$ cat config.mk
export PLATFORM = sky130hd
export DESIGN_NAME = bram_test_sequencer
export DESIGN_NICKNAME = d
export VERILOG_FILES = /design/src/rtl/bram_test_sequencer.sv
export SDC_FILE = /design/constraint.sdc
export NUM_CORES = 1
export LEC_CHECK = 0
export CORE_MARGIN = 5
export CORE_UTILIZATION = 28
export DETAILED_ROUTE_END_ITERATION = 8
export GPL_ROUTABILITY_DRIVEN = 0
export SLEW_MARGIN = 20
export SYNTH_ARGS = -nofsm -noshare
export SYNTH_HDL_FRONTEND = slang
export SYNTH_SLANG_ARGS = --single-unit
export TNS_END_PERCENT = 10
$ cat constraint.sdc
create_clock -name CLK_SYS -period 1.9 [get_ports CLK_SYS]
set_input_delay 0.38 -clock CLK_SYS [delete_from_list [all_inputs] [get_ports CLK_SYS]]
set_output_delay 0.38 -clock CLK_SYS [all_outputs]
set_load 0.01 [all_outputs]
$ cat src/rtl/bram_test_sequencer.sv
// bram_test_sequencer: writes a data pattern to every RAM word, reads it back and counts mismatches.
module bram_test_sequencer #(
  parameter int BITWIDTH_SYS = 16,
  parameter int BITWIDTH_IN  = 12,
  parameter int BITWIDTH_ADR = 6
) (
  input  logic                    CLK_SYS,
  input  logic                    RSTN,
  input  logic                    TRGG_START,
  input  logic                    ABORT,
  input  logic [1:0]              PATTERN_SEL,
  input  logic [BITWIDTH_SYS-1:0] SEED,
  output logic                    RAM_EN,
  output logic                    RAM_WE,
  output logic [BITWIDTH_ADR-1:0] RAM_ADR,
  output logic [BITWIDTH_SYS-1:0] RAM_DIN,
  input  logic [BITWIDTH_SYS-1:0] RAM_DOUT,
  output logic                    BUSY,
  output logic                    DONE,
  output logic                    PASS,
  output logic [BITWIDTH_ADR:0]   ERR_CNT,
  output logic [BITWIDTH_ADR-1:0] FIRST_ERR_ADR
);
  localparam logic [2:0] IDLE = 3'd0, WRITE = 3'd1, READ = 3'd2, DRAIN = 3'd3, FINISH = 3'd4;
  localparam int SH = BITWIDTH_SYS - BITWIDTH_IN;
  logic [2:0]              state;
  logic [BITWIDTH_ADR-1:0] cnt, cmp_adr, first_err;
  logic                    cmp_valid;
  logic [1:0]              sel;
  logic [BITWIDTH_SYS-1:0] seed, exp_word;
  logic [BITWIDTH_ADR:0]   err_cnt;
  logic                    busy, start, mismatch;
  function automatic logic [BITWIDTH_SYS-1:0] pattern(input logic [BITWIDTH_ADR-1:0] adr,
                                                      input logic [1:0] ps,
                                                      input logic [BITWIDTH_SYS-1:0] sd);
    logic [BITWIDTH_SYS-1:0] p0;
    p0 = BITWIDTH_SYS'(adr) << SH;
    return ps == 2'd0 ? p0 : ps == 2'd1 ? ~p0 : ps == 2'd2 ? sd : sd ^ p0;
  endfunction
  assign busy     = state == WRITE || state == READ || state == DRAIN;
  assign start    = TRGG_START && !ABORT && (state == IDLE || state == FINISH);
  assign exp_word = pattern(cmp_adr, sel, seed);
  // only the upper BITWIDTH_IN bits carry RAM data; the rest are don't-care
  assign mismatch = cmp_valid && (((RAM_DOUT ^ exp_word) >> SH) != '0);
  always_ff @(posedge CLK_SYS or negedge RSTN) begin
    if (!RSTN) begin
      state     <= IDLE;
      cnt       <= '0;
      cmp_valid <= 1'b0;
      cmp_adr   <= '0;
      sel       <= '0;
      seed      <= '0;
      err_cnt   <= '0;
      first_err <= '0;
    end else begin
      cmp_valid <= state == READ;
      cmp_adr   <= cnt;
      if (busy && ABORT) begin
        state <= IDLE;
        cnt   <= '0;
      end else if (start) begin
        state <= WRITE;
        cnt   <= '0;
        sel   <= PATTERN_SEL;
        seed  <= SEED;
      end else if (state == WRITE || state == READ) begin
        cnt <= cnt + 1'b1;
        if (cnt == '1) state <= state == WRITE ? READ : DRAIN;
      end else if (state == DRAIN) begin
        state <= FINISH;
      end
      if (start) begin
        err_cnt   <= '0;
        first_err <= '0;
      end else if (mismatch) begin
        err_cnt <= err_cnt + 1'b1;
        if (err_cnt == '0) first_err <= cmp_adr;
      end
    end
  end
  assign RAM_EN        = state == WRITE || state == READ;
  assign RAM_WE        = state == WRITE;
  assign RAM_ADR       = RAM_EN ? cnt : '0;
  assign RAM_DIN       = RAM_WE ? pattern(cnt, sel, seed) : '0;
  assign BUSY          = busy;
  assign DONE          = state == FINISH;
  assign PASS          = DONE && err_cnt == '0;
  assign ERR_CNT       = err_cnt;
  assign FIRST_ERR_ADR = first_err;
endmodule
# Word level (Yosys, flattened, before mapping)
# Index checks and enable logic that the tools add are counted.
classes:
  n_addsub: 2
  muxes: 22
  n_reduce_logical: 20
  n_eq_ne: 8
  bitwise_logic: 6
op_table:
  columns: ["op", "count"]
  rows:
  - ["two-way mux 16 bit", 7]
  - ["two-way mux 6 bit", 7]
  - ["NOT 10 -> 16 bit", 2]
  - ["XOR 16 x 10 -> 16 bit", 2]
  - ["nonzero test 16 bit", 1]
  - ["XOR 16 bit", 1]
  - ["two-way mux 3 bit", 5]
  - ["two-way mux 7 bit", 2]
  - ["adder 7 x 1 -> 7 bit, second input constant", 1]
  - ["logical NOT 7 bit", 1]
  - ["adder 6 x 1 -> 6 bit, second input constant", 1]
  - ["== test 3 x 2 -> 1 bit, second input constant", 2]
  - ["== test 6 bit, second input constant", 1]
  - ["AND reduction 2 bit", 3]
  - ["logical AND 1 bit", 5]
  - ["!= test 4 x 1 -> 1 bit, second input constant", 1]
  - ["nonzero test 2 bit", 2]
  - ["nonzero test 4 bit", 1]
  - ["== test 3 x 1 -> 1 bit, second input constant", 1]
  - ["== test 3 bit, second input constant", 1]
  - ["logical NOT 3 bit", 1]
  - ["logical OR 1 bit", 3]
  - ["nonzero test 3 bit", 1]
  - ["== test 2 x 1 -> 1 bit, second input constant", 1]
  - ["other kinds (5)", 5]
word_totals:
  inputBits: 38
  output_inout_bits: 40
  reg_bits: 47
  wordCells: 66

# Logic depth before layout (Yosys ltp)
# Gate-level depths: netlist of run 1.
depth:
  depth_word: 9
  ltp_mapped: 9
  mapped_depth_nobuf: 7

# Worst setup path after synthesis of run 1
# OpenSTA, ideal clock, no wires.
synth_timing:
  kind: "register -> register"
  startpoint: "register sel[0]"
  endpoint: "register first_err[0], in the netlist FIRST_ERR_ADR[0]"
  required_time_ns: 1.780
  setup_time_ns: 0.120
  setup_slack_ns: -0.132
  path_stages_with_launch: 8
  path_buffers: 1
  arrival_time_ns: 1.912
  period_less_slack_ns: 2.032
  cell_sequence: "dfrtp_1 or4_1 mux2i_1 a2bb2oi_1 nor4_4 a211oi_2 buf_6 a31o_1"
synth_via:
  elab_chain_cells: 9
  word_cells_on_any_way: 11
  cone_classes: "2 x eq/ne; 3 x mux; 1 x bitwise; 5 x reduce/logical"
synth_rtl:
  columns: ["element", "line_no", "source"]
  rows:
  - ["from (decl)", "29", "logic [1:0] sel;"]
  - ["from (signal assigned)", "51", "sel <= '0;"]
  - ["from (signal assigned)", "64", "sel <= PATTERN_SEL;"]
  - ["== test 2 bit", "38", "return ps == 2'd0 ? p0 : ps == 2'd1 ? ~p0 : ps == 2'd2 ? sd : sd ^ p0;"]
  - ["two-way mux 16 bit (2 in series)", "38", null]
  - ["two-way mux 16 bit (*)", "38", null]
  - ["XOR 16 bit (*)", "44", "assign mismatch = cmp_valid && (((RAM_DOUT ^ exp_word) >> SH) != '0);"]
  - ["nonzero test 16 bit (*)", "44", null]
  - ["logical AND 1 bit (*)", "44", null]
  - ["nonzero test 2 bit (no source line) (*)", null, null]
  - ["AND reduction 2 bit (no source line) (*)", null, null]
  - ["to (signal assigned)", "77", "if (err_cnt == '0) first_err <= cmp_adr;"]
  - ["to (decl)", "27", "logic [BITWIDTH_ADR-1:0] cnt, cmp_adr, first_err;"]
# Every way passes the cells marked *; elsewhere a longest branch is shown, timed or not.
# A chain may end at the register's enable or synchronous reset.

# Worst setup path in the final report of run 1
layout_timing:
  startpoint: "register sel[0]"
  endpoint: "register err_cnt[4], in the netlist ERR_CNT[4]"
layout_via:
  elab_chain_cells: 8
  word_cells_on_any_way: 10
  cone_classes: "2 x eq/ne; 3 x mux; 1 x bitwise; 4 x reduce/logical"
layout_rtl:
  columns: ["element", "line_no", "source"]
  rows:
  - ["== test 2 bit", "38", null]
  - ["two-way mux 16 bit (2 in series)", "38", null]
  - ["two-way mux 16 bit (*)", "38", null]
  - ["XOR 16 bit (*)", "44", null]
  - ["nonzero test 16 bit (*)", "44", null]
  - ["logical AND 1 bit (*)", "44", null]
  - ["nonzero test 2 bit (no source line) (*)", null, null]
  - ["to (signal assigned)", "76", "err_cnt <= err_cnt + 1'b1;"]
  - ["to (decl)", "31", "logic [BITWIDTH_ADR:0] err_cnt;"]
# Marks and branches as above.

==> flow_summary.toml, run 1 <==
[power]
p_clk_frac = 0.257
p_int_uw = 2332
switching_share = 0.3258
p_seq_frac = 0.357
p_sw_uw = 1127
p_leak_uw = 0.002103
max-vdd-ir-drop_mv = 0.3958
finalPower_uw = 3459
power.density_nw_per_um2 = 774.3
p_comb_frac = 0.386

[sta]
min_period_ps = 2221
rsz0062_at_grt = "yes"
fin_skew_ps = 8.154
finalSetupViolCount = 38
timing.final.crit_share = 1.169
drv_slew = 0
hold_viol = 0
whs_ps = 30.78
maxSlewHeadroom = 0.6422
tightest_slew_ps = 533.7
fmax_ghz = 0.4503
setup_ws_ps = -321.0

[clock_network]
cts_buffers = 5
cts_sinks = 47
clk_pin_slew_ps = 90
htree_levels = 2
cts.path.max_buffers = 2
cts_tree = "built"
clk_latency_ps = 310
hold_buffers = 0
cts_root_buffer = "clkbuf_8"

[critical_path]
crit_required_ps = 2150
rr_worst_depth = 10
path_max_fanout = 7
rr_endpoint = "ERR_CNT[4]$_DFFE_PN0P_"
worstSetupPathType = "flop to flop"
r2r_slack_ps = -320
worstPathArrival_ps = 2470
start_kind = "flop"
end_kind = "flop"
r2r_start = "sel[0]$_DFFE_PN0P_"

[cells_and_area]
final_common_cell = "nand2_1"
layout_common_cells = "88 x nand2_1, 72 x buf_4, 45 x dfrtp_1, 44 x clkdlybuf4s50_1, 23 x nor2_1"
drive_above_1_share = 0.3048
area_growth_pct = 57.31
n_antenna_cell = 0
final_area_um2 = 4468
fin_nets = 519

[grt]
grt_pass1_wl_mm = 13.95
grt_max_degree = 48
grt_use_total = 0.1373
grt_pass1_vias = 2782
grt.overflow.total = 0
antenna_found_initial = 0

[floorplan]
dieWidth_um = 110.7
ios = 78
die_y_um = 110.7
dieArea_um2 = 12260
rows = 36
core-area_um2 = 9819
start_util = 0.2892

[logic_synthesis]
ys_types = 46
synth_edf_count = 0
synthArstFlopShare = 1.000
ys.warnings.count = 0
synth-seq-cells = 47
netlist_area_um2 = 2840
ys_seq_area_frac = 0.4141
synth_nets = 382
syn_inst = 341
synth_area_per_cell_um2 = 8.329
synth_top_flop_cell = "dfrtp_1"

[detailed_routing]
drtAntennaViolNets = 0
via_per_inst = 4.662
drt_wl_total_mm = 8.692
vias = 2853
dr.first_iter.drc_count = 105
wl_per_cell_um = 14.20
drc_errors = 0
drt_first_pass_iters = 4

[placement]
hpwlAfterDp_mm = 6.488
port_buffers = 73
preCtsSetupSlack_ps = -629.4
place_area_um2 = 4205

[run_status]
status = "finished with violations"
violations = "setup timing"

[hold_path]
min_path_type = "input port to async pin"

[run]
drv_cap = 0
[Yosys cell counts, drive strengths merged, types with 5 or more instances]
master | number | share of area
dfrtp | 47 | 0.41
a31o | 8 | 0.025
inv | 7 | 0.0092
xnor2 | 12 | 0.045
a21oi | 25 | 0.047
o21ai | 11 | 0.021
buf | 8 | 0.019
xor2 | 14 | 0.043
nand2b | 10 | 0.022
nand3 | 14 | 0.026
o221ai | 6 | 0.021
nor2 | 25 | 0.033
clkbuf | 13 | 0.017
nand2 | 88 | 0.12
a31oi | 5 | 0.011
and2 | 13 | 0.030
[logic make-up (layout without fill, tap and decap cells)]
logic type / Yosys count / in the layout / synth area share
fa+ha+maj: 3 / 3 / 0.01322
flops: 47 / 47 / 0.4141
buf+inv: 28 / 165 / 0.04493
mux: 2 / 2 / 0.007049
xor+xnor: 26 / 26 / 0.08811
compound gates: 65 / 66 / 0.1529
simple gates: 170 / 170 / 0.2797
[layout make-up]
type                            instances  area [um^2]
Fill cell                            1028         5351
Multi-Input combinational cell        267         1683
Timing Repair Buffer                  150         1277
Sequential cell                        47         1179
Tap cell                              133        166.4
Clock buffer                            5        68.82
Clock inverter                          3        67.56
Inverter                                7        26.28
[metrics by stage]
stage | utilization | instances | TNS (ps)
floorplan | - | 341 | -360.4
global placement | 0.4283 | 596 | -14230
detailed placement | 0.4283 | 596 | -15780
CTS | 0.4419 | 604 | -9133
global route | 0.4550 | 612 | -10270
finish | 0.4550 | 612 | -7536
[how the worst max path moves through the flow]
stage,startpoint,endpoint,slack (ps),cells after the start
floorplan,sel[0]$_DFFE_PN0P_,FIRST_ERR_ADR[0]$_DFFE_PN0P_,-50,8
global placement,RAM_DOUT[10],FIRST_ERR_ADR[0]$_DFFE_PN0P_,-510,9
detailed placement,RAM_DOUT[10],FIRST_ERR_ADR[3]$_DFFE_PN0P_,-630,9
CTS,sel[0]$_DFFE_PN0P_,ERR_CNT[4]$_DFFE_PN0P_,-350,10
global route,sel[0]$_DFFE_PN0P_,FIRST_ERR_ADR[4]$_DFFE_PN0P_,-410,10
finish,sel[0]$_DFFE_PN0P_,ERR_CNT[4]$_DFFE_PN0P_,-320,10
[power by group through the flow]
stage / logic [uW] / registers, uW / clock network, uW
6_report: 1340 / 1230 / 889
5_1_grt: 1470 / 1250 / 937
4_1_cts: 1240 / 1230 / 896
3_5_place_dp: 1250 / 1240 / 0
3_3_place_gp: 1230 / 1240 / 0
2_1_floorplan: 634 / 1230 / 0
[sequential cells by signal, indices dropped and copies added (netlist names)]
name and cells:
ERR_CNT 7, cnt 6, seed 16, state 3
FIRST_ERR_ADR 6, cmp_valid 1, cmp_adr 6, sel 2
[timing repair]
action | 4_1_cts | 5_1_grt
setup endpoints to repair | 42 | 41
setup buffers | 0 | 7
gates resized for setup | 93 | 34
pin swaps | 12 | 25
cloned | 0 | 2
[metal layers]
metal	GRT usage	wire length, um	vias to the layer above
met5	0	0	-
met4	0.02956	78	0
met3	0.02838	337	6
met2	0.2184	4147	64
met1	0.1924	4128	1348
li1	-	-	1435
[critical path, cell delays in order, from the launching register on]
cell and delay [ps]:
dfrtp_2 460, clkbuf_16 170, buf_4 150, nand3_1 80, o221ai_1 170, xnor2_2 210
nor4_4 80, buf_4 150, and2_4 150, or4_1 460, nand2_1 80
Note: power is estimated with default switching activity, not from simulation.
==> run 2, diff against run 1 <==
--- a/config.mk
+++ b/config.mk
@@ -6,10 +6,10 @@
 export NUM_CORES = 1
 export LEC_CHECK = 0
 export CORE_MARGIN = 5
-export CORE_UTILIZATION = 28
+export CORE_UTILIZATION = 40
 export DETAILED_ROUTE_END_ITERATION = 8
 export GPL_ROUTABILITY_DRIVEN = 0
-export SLEW_MARGIN = 20
+export PLACE_DENSITY = 0.71
 export SYNTH_ARGS = -nofsm -noshare
 export SYNTH_HDL_FRONTEND = slang
 export SYNTH_SLANG_ARGS = --single-unit
==> flow_summary.toml, run 2 (synthesis results as in run 1) <==
[run_status]
status = "finished with violations"
violations = "setup timing"

[power]
switching_share = 0.3461
p_leak_uw = 0.002012
max-vdd-ir-drop_mv = 0.3236
p_clk_frac = 0.188
p_seq_frac = 0.399
p_sw_uw = 1065
p_comb_frac = 0.413
p_int_uw = 2012
power.density_nw_per_um2 = 722.1

[floorplan]
die_y_um = 94.27
rows = 30
core-area_um2 = 6869
ios = 78
start_util = 0.4135
dieWidth_um = 94.27
dieArea_um2 = 8886

[cells_and_area]
largest_register = "seed"
n_antenna_cell = 0
layout_common_cells = "88 x nand2_1, 59 x buf_4, 46 x dfrtp_1, 42 x clkdlybuf4s50_1, 23 x nor2_1"
drive_above_1_share = 0.2940
post_layout_nonfiller_instances = 562
largest_reg_flops = 16
fin_nets = 506
area_growth_pct = 50.00
final_common_cell = "nand2_1"

[sta]
drv_slew = 0
whs_ps = 169.4
fmax_ghz = 0.4361
tns_ps = -6547
setup_ws_ps = -393.0
min_period_ps = 2293
tightest_slew_ps = 613.5
maxSlewHeadroom = 0.5910
hold_viol = 0
timing.final.crit_share = 1.207
finalSetupViolCount = 37
fin_skew_ps = 11.30
rsz0062_at_grt = "yes"

[critical_path]
path_max_fanout = 6
rr_worst_depth = 9
worstPathArrival_ps = 1910
r2r_start = "sel[0]$_DFFE_PN0P_"
max_stage_delay_ps = 410
r2r_slack_ps = -300
start_kind = "flop"
worstSetupPathType = "flop to output port"
rr_endpoint = "ERR_CNT[6]$_DFFE_PN0P_"
cp_cell_sequence = "or3_4 -> buf_6 -> a31oi_1 -> o21ai_1 -> nor2_1 -> buf_2"
crit_required_ps = 1520
end_kind = "output port"
cp-startpoint = "state[2]$_DFFE_PN0P_"
critPathCapture = "RAM_DIN[6]"
crit_slowest_cell = "or3_4"

[detailed_routing]
drt_wl_total_mm = 8.254
vias = 2849
via_per_inst = 5.069
dr.first_iter.drc_count = 205
drt_first_pass_iters = 5
wl_per_cell_um = 14.69
drtAntennaViolNets = 0
drc_errors = 0

[clock_network]
clk_pin_slew_ps = 80
cts_buffers = 5
cts_sinks = 47
cts_root_buffer = "clkbuf_8"
cts.path.max_buffers = 2
clk_latency_ps = 290
hold_buffers = 0
cts_tree = "built"
htree_levels = 2

[hold_path]
min_path_type = "input port to async pin"

[grt]
grt_max_degree = 48
grt_use_total = 0.1878
grt_pass1_vias = 2780
grt_pass1_wl_mm = 13.23
grt.overflow.total = 0
antenna_found_initial = 0

[placement]
preCtsSetupSlack_ps = -604.7
dp_cells = 553
hpwlAfterDp_mm = 6.145
port_buffers = 73

[run]
drv_cap = 0
==> run 2: cell types whose count changed in the layout (fill, tap and decap cells not counted), moves of 2 or more <==
cell	change
dlygate4sd2_1	+2
clkdlybuf4s50_1	-2
o221ai_1	+2
bufinv_16	-2
buf_4	-13
o221ai_2	-2
buf_12	+2
nand2b_2	+2
nand2b_1	-2
clkbuf_1	+2
==> run 2: layout make-up <==
cell class / instances / area, um^2
Clock buffer: 7 / 76.32
Clock inverter: 1 / 5.005
Fill cell: 595 / 2609
Inverter: 7 / 26.28
Multi-Input combinational cell: 266 / 1660
Sequential cell: 47 / 1177
Tap cell: 96 / 120.1
Timing Repair Buffer: 138 / 1195
==> run 2: through the flow <==
step | cell area [um^2] | power [uW] | utilization
floorplan | 2848 | 1865 | -
global placement | 4139 | 2441 | 0.6026
detailed placement | 4139 | 2478 | 0.6026
CTS | 4229 | 3064 | 0.6157
global route | 4260 | 3264 | 0.6202
finish | 4260 | 3076 | 0.6202
==> run 2: worst max-delay path, delay by kind of cell (launching register included) <==
kind | cells | cell delay [ps]
AND/OR/NAND/NOR | 2 | 620
flip-flops | 1 | 390
buffers and inverters | 2 | 330
AO/OA/AOI/OAI | 2 | 280
==> run 2: power groups by stage <==
stage               clock (uW)  combinational [uW]  sequential (uW)
global placement             0                1210             1240
finish                     579                1270             1230
global route               643                1380             1240
detailed placement           0                1240             1240
floorplan                    0                 634             1230
CTS                        597                1250             1220
==> run 2: how the worst min path moves through the flow <==
| stage | end | depth (start not counted) |
|---|---|---|
| 2_1_floorplan | ERR_CNT[0]$_DFFE_PN0P_ | 0 |
| 3_3_place_gp | seed[1]$_DFFE_PN0P_ | 2 |
| 3_5_place_dp | seed[3]$_DFFE_PN0P_ | 2 |
| 4_1_cts | ERR_CNT[0]$_DFFE_PN0P_ | 2 |
| 5_1_grt | cmp_adr[5]$_DFF_PN0_ | 2 |
| 6_report | ERR_CNT[0]$_DFFE_PN0P_ | 2 |
==> run 2: repair_timing <==
action / 4_1_cts / 5_1_grt
pin swaps: 13 / 9
resized for setup: 120 / 15
setup endpoints to repair: 42 / 40
buffers inserted: 1 / 0
endpoints found under the hold margin: 0 / 0
==> run 2: per-layer routing <==
layer | global-route usage | wire length, um
met5 | 0 | 0
met4 | 0.07220 | 192
met3 | 0.02083 | 299
met2 | 0.3150 | 4138
met1 | 0.2471 | 3623
